--- config.mk ---
export PLATFORM = sky130hd
export DESIGN_NAME = motor_control
export DESIGN_NICKNAME = d
export VERILOG_FILES = /design/src/rtl/motor_control_pkg.sv /design/src/rtl/motor_ramp.sv /design/src/rtl/motor_control.sv
export SDC_FILE = /design/constraint.sdc
export NUM_CORES = 1
export LEC_CHECK = 0
export CORE_ASPECT_RATIO = 1.5
export CORE_MARGIN = 2
export CORE_UTILIZATION = 35
export CTS_CLUSTER_DIAMETER = 200
export DETAILED_ROUTE_END_ITERATION = 6
export PLACE_DENSITY = 0.66
export SLEW_MARGIN = 20
export SYNTH_ARGS = -nofsm -noshare
export SYNTH_HDL_FRONTEND = slang
export SYNTH_HIERARCHICAL = 1
export SYNTH_SLANG_ARGS = --single-unit
--- constraint.sdc ---
create_clock -name clk_in -period 2.1 [get_ports clk_in]
set_input_delay 0.21 -clock clk_in [delete_from_list [all_inputs] [get_ports clk_in]]
set_output_delay 0.21 -clock clk_in [all_outputs]
set_load 0.02 [all_outputs]
--- src/rtl/motor_control_pkg.sv ---
// Shared constants and types for the two-channel motor command decoder.
package motor_control_pkg;

  // Default frame header value
  localparam logic [7:0] SYNC_BYTE_DEFAULT = 8'h80;

  // Drive command codes
  localparam logic [7:0] CMD_STOP  = 8'h00;
  localparam logic [7:0] CMD_FWD   = 8'h01;
  localparam logic [7:0] CMD_REV   = 8'h02;
  localparam logic [7:0] CMD_LEFT  = 8'h03;
  localparam logic [7:0] CMD_RIGHT = 8'h04;

  // Motor direction encoding
  localparam logic DIR_FWD = 1'b1;
  localparam logic DIR_REV = 1'b0;

  // Frame parser states
  typedef enum logic {
    WAIT_SYNC = 1'b0,
    WAIT_CMD  = 1'b1
  } state_e;

endpackage

--- src/rtl/motor_ramp.sv ---
// Slew-limited speed/direction stage for one motor. Reversals always pass
// through zero speed; every change happens one step per tick.
module motor_ramp
  import motor_control_pkg::*;
(
  input  logic       clk_in,
  input  logic       reset_in,
  input  logic       tick,
  input  logic [7:0] target,
  input  logic       pending_dir,
  output logic       direction_out,
  output logic [7:0] speed_out
);

  logic       dir_q,   dir_d;
  logic [7:0] speed_q, speed_d;

  // Next ramp step: brake before reversing, then approach the target by one.
  always_comb begin
    // NOTE: defaults first so every path assigns the outputs and no latch is inferred.
    dir_d   = dir_q;
    speed_d = speed_q;
    if (tick) begin
      if (dir_q != pending_dir) begin
        if (speed_q != 8'd0) speed_d = speed_q - 8'd1;
        else                 dir_d   = pending_dir;
      end else if (speed_q < target) begin
        speed_d = speed_q + 8'd1;
      end else if (speed_q > target) begin
        speed_d = speed_q - 8'd1;
      end
    end
  end

  // Ramp state registers with synchronous reset.
  always_ff @(posedge clk_in) begin
    // NOTE: non-blocking assignments so every flop samples pre-edge values.
    if (reset_in) begin
      dir_q   <= DIR_FWD;
      speed_q <= 8'd0;
    end else begin
      dir_q   <= dir_d;
      speed_q <= speed_d;
    end
  end

  assign direction_out = dir_q;
  assign speed_out     = speed_q;

endmodule

--- src/rtl/motor_control.sv ---
// Two-channel DC motor command decoder: detects byte changes on a level-held
// input, parses SYNC/command frames and drives two slew-limited motor stages.
module motor_control
  import motor_control_pkg::*;
#(
  parameter logic [7:0]  SYNC_BYTE    = SYNC_BYTE_DEFAULT,
  parameter logic [7:0]  CRUISE_SPEED = 8'd200,
  parameter logic [15:0] RAMP_DIV     = 16'd256
) (
  input  logic       clk_in,
  input  logic       reset_in,
  input  logic [7:0] data_in,
  output logic       m1_direction_out,
  output logic       m2_direction_out,
  output logic [7:0] m1_speed_out,
  output logic [7:0] m2_speed_out
);

  state_e      state_q, state_d;
  logic [7:0]  last_byte_q;
  logic [15:0] cnt_q, cnt_d;
  logic [7:0]  target_q, target_d;
  logic        pend1_q, pend1_d;
  logic        pend2_q, pend2_d;
  logic        byte_event;
  logic        tick;

  // A byte is new only when it differs from the value seen last clock.
  assign byte_event = (data_in != last_byte_q);

  // Free-running ramp prescaler; tick on the terminal count.
  assign tick = (cnt_q == (RAMP_DIV - 16'd1));

  // Prescaler next value: wrap after the terminal count.
  always_comb begin
    cnt_d = tick ? 16'd0 : cnt_q + 16'd1;
  end

  // Frame parser and command decoder; both motors share one target.
  always_comb begin
    state_d  = state_q;
    target_d = target_q;
    pend1_d  = pend1_q;
    pend2_d  = pend2_q;
    if (byte_event) begin
      if (data_in == SYNC_BYTE) begin
        state_d = WAIT_CMD;
      end else if (state_q == WAIT_CMD) begin
        state_d = WAIT_SYNC;
        case (data_in)
          CMD_STOP:  target_d = 8'd0;
          CMD_FWD:   begin pend1_d = DIR_FWD; pend2_d = DIR_FWD; target_d = CRUISE_SPEED; end
          CMD_REV:   begin pend1_d = DIR_REV; pend2_d = DIR_REV; target_d = CRUISE_SPEED; end
          CMD_LEFT:  begin pend1_d = DIR_REV; pend2_d = DIR_FWD; target_d = CRUISE_SPEED; end
          CMD_RIGHT: begin pend1_d = DIR_FWD; pend2_d = DIR_REV; target_d = CRUISE_SPEED; end
          default:   ;
        endcase
      end
    end
  end

  // Parser, prescaler and command registers; reset wins over a same-edge byte.
  always_ff @(posedge clk_in) begin
    if (reset_in) begin
      state_q     <= WAIT_SYNC;
      last_byte_q <= 8'h00;
      cnt_q       <= 16'd0;
      target_q    <= 8'd0;
      pend1_q     <= DIR_FWD;
      pend2_q     <= DIR_FWD;
    end else begin
      state_q     <= state_d;
      last_byte_q <= data_in;
      cnt_q       <= cnt_d;
      target_q    <= target_d;
      pend1_q     <= pend1_d;
      pend2_q     <= pend2_d;
    end
  end

  motor_ramp u_m1 (
    .clk_in        (clk_in),
    .reset_in      (reset_in),
    .tick          (tick),
    .target        (target_q),
    .pending_dir   (pend1_q),
    .direction_out (m1_direction_out),
    .speed_out     (m1_speed_out)
  );

  motor_ramp u_m2 (
    .clk_in        (clk_in),
    .reset_in      (reset_in),
    .tick          (tick),
    .target        (target_q),
    .pending_dir   (pend2_q),
    .direction_out (m2_direction_out),
    .speed_out     (m2_speed_out)
  );

endmodule

==> metrics.cfg <==
[outcome]
status = complete, but fails checks
violations = setup timing

[drt]
via_per_inst = 5.49
drt_drc_violations_left = 0
wl_per_cell_um = 15.0
drtAntennaViolNets = 0
drt_iter0_drc = 122
finalWirelength_um = 8920
first_pass_iters = 4
vias = 3265

[sta]
fin_skew_ns = 0.00601
worst_pin_slew_ns = 0.631
setup_ws_ns = -0.00413
slew_viol_final = 0
grt_setup_unrepaired = yes
fin_crit_ns = 2.10
finalHoldViolCount = 0
setup_viol = 1
fmax_mhz = 475
fin_setup_tns_ns = -0.00413
fin_crit_sh = 1.00
relSlewSlack = 0.575

[synth]
avgSynthCellArea_um2 = 8.13
synth-async-reset-ratio = 0
synth_edf_count = 0
synth_cell_types = 55
netlist_area_um2 = 3320
ys_warn_count = 6
ys_seq_area_frac = 0.278
syn_inst = 408
synth_ff_type = dfxtp_1
synth-seq-cells = 46

[grt]
grt_usage = 0.168
antenna_found_initial = 0
grt_pass1_wl_um = 14200
grt_max_degree = 57
grt_overflow = 0
grt_pass1_vias = 3217

[finish]
area_growth_pct = 34.1
diodes = 0
fin_cells = 595
final_common_cell = buf_4
fill_cells = 895
drive_above_1_share = 0.275
layout.nets = 515
layout_common_cells = 45 x buf_4, 42 x nor2_1, 31 x dfxtp_1

[setup_path]
crit_buf_inv = 1
rr_startpoint = target_q[6]
cp.arrival_ns = 2.27
crit_end = u_m2/speed_out[6]
cp.depth = 8
critPathSlowestCell = or4b_2
worst_path_largest_cell_delay_ns = 0.62
cp_cell_sequence = inv_2, ha_4, a21oi_2, o21ai_2, or2_4, or4b_2, o21ai_1, o211ai_1
cp-start-kind = register
crit_path_end_kind = register
worstSetupStartpoint = target_q[6]
cp_top_family = simple AND/OR/NAND/NOR gates
timing.rr.end = u_m2/speed_out[6]
regToRegSetupSlack_ns = -0.004
critPathKind = register to register
worstPathMaxFanout = 7
critPathRequiredTime_ns = 2.27
reg2regPathDepth = 8

[power]
ir_worst_vdd_uv = 310
cellPowerDensity_nw_per_um2 = 411
power.leakage_nw = 1.69

[placement]
dp_hpwl_um = 6160
dp_cells = 577
gp_congestion = 0.863
port_buffers = 27

[job]
cap_violations = 0

[die]
coreArea_um2 = 9250
num_rows = 43
io_pins = 28
die_w_um = 83.5
initial_core_util = 0.358
die_area_um2 = 10300
die_h_um = 123

[clocking]
cts_hold_buf = 0
htree_levels = 2
cts_made_buffers = 5
clock_latency_ns = 0.29
cts_root_buf = clkbuf_16
clockBufferDepth = 2
numClockSinks = 46
clkTransAtPathRegs_ns = 0.07
cts_tree = yes

[min_path]
hp-class = register to register
hp-start = state_q

## metrics by stage
| step | total power, mW | cell area (um2) | utilization | worst slack (ns) | hold WS, ns |
|---|---|---|---|---|---|
| 6_report | 1.83 | 4450 | 0.481 | -0.00413 | 0.512 |
| 5_1_grt | 1.90 | 4450 | 0.481 | -0.0916 | 0.562 |
| 4_1_cts | 1.84 | 4250 | 0.459 | -0.0252 | 0.513 |
| 3_5_place_dp | 1.05 | 4030 | 0.436 | -0.0745 | 0.494 |
| 3_3_place_gp | 1.04 | 4030 | 0.436 | -0.0351 | 0.465 |
| 2_1_floorplan | 0.994 | 3470 | - | 0.00638 | 0.282 |
## timing repair
action / in CTS / in global routing
cloned: 2 / 0
endpoints found under the hold margin: 0 / 0
setup buffers: 4 / 4
pin swaps: 10 / 16
resized for setup: 6 / 35
setup endpoints to repair: 13 / 16
## area by class of cell
cell class | count | area (um2) | area share
timing repair buffer | 74 | 639 | 0.144
clock inverter | 2 | 13.8 | 0.00309
tap | 112 | 140 | 0.0315
sequential | 46 | 957 | 0.215
clock buffer | 6 | 129 | 0.0290
inverter | 21 | 78.8 | 0.0177
multi-input combinational | 334 | 2490 | 0.560
## routing by layer
layer / vias to the layer above / GRT usage / wire [um]
met4: 0 / 0.0927 / 307
met5: - / 0 / 0
met3: 29 / 0.0320 / 333
li1: 1602 / - / -
met1: 1534 / 0.180 / 3460
met2: 100 / 0.309 / 4820
## cells by family (layout without fill, tap and decap cells)
family,after synthesis,count (layout),share of synthesized area
AND/OR/NAND/NOR,198,200,0.337
AO/OA/AOI/OAI,64,64,0.131
flip-flops,46,46,0.278
buffers and inverters,39,103,0.0641
XOR/XNOR,31,31,0.0841
adder cells (fa/ha/maj),23,23,0.0868
multiplexers,6,6,0.0181
other,1,10,0.00113
## cell usage after synthesis, drive strengths merged, types with 2 or more instances
master	instances	area share
or2b	2	0.0045
o2111ai	2	0.0053
inv	21	0.024
xor2	17	0.047
and3	11	0.024
nand2b	15	0.028
or3	10	0.019
or4b	6	0.018
nor3b	2	0.0045
nor2b	15	0.028
buf	11	0.032
clkbuf	7	0.0079
dfxtp	46	0.28
nand2	20	0.023
o311ai	4	0.011
a21boi	6	0.014
o21ai	10	0.015
nand4	20	0.038
and2	5	0.011
a31oi	4	0.0075
or2	5	0.0094
a41oi	2	0.0053
a21o	2	0.0045
nand3	15	0.024
a21oi	14	0.021
nor3	15	0.024
xnor2	14	0.037
o31ai	2	0.0045
nor2	43	0.049
o22ai	3	0.0057
o21a	4	0.0091
a311o	4	0.012
nor4	12	0.026
ha	23	0.087
mux2i	6	0.018
o211ai	4	0.0091
o21bai	2	0.0045
## worst min-delay path, stage by stage (launching register included)
cell	delay, ns
dfxtp_1	0.33
mux2i_1	0.07
nor2_1	0.08
## flip-flops by register name, summed over array words and instances, names as in the netlist
name and count:
last_byte_q 8, cnt_q 16, u_m1/direction_out 1, pend1_q 1, pend2_q 1, target_q 1, u_m2/direction_out 1, u_m1/speed_out 8
u_m2/speed_out 8, state_q 1
## where the power goes
group          switching, mW  internal (mW)
Sequential           0.00959          0.876
Clock                  0.348          0.442
Combinational         0.0788         0.0724
Total                  0.436           1.39
## how the worst min path moves through the flow
stage	to	slack [ns]	cells after the start
3_3_place_gp	state_q	0.46	2
5_1_grt	state_q	0.56	2
2_1_floorplan	last_byte_q[0]	0.28	1
3_5_place_dp	state_q	0.49	2
6_report	state_q	0.51	2
4_1_cts	state_q	0.51	2
No activity file was read; power rests on OpenSTA's default activity.
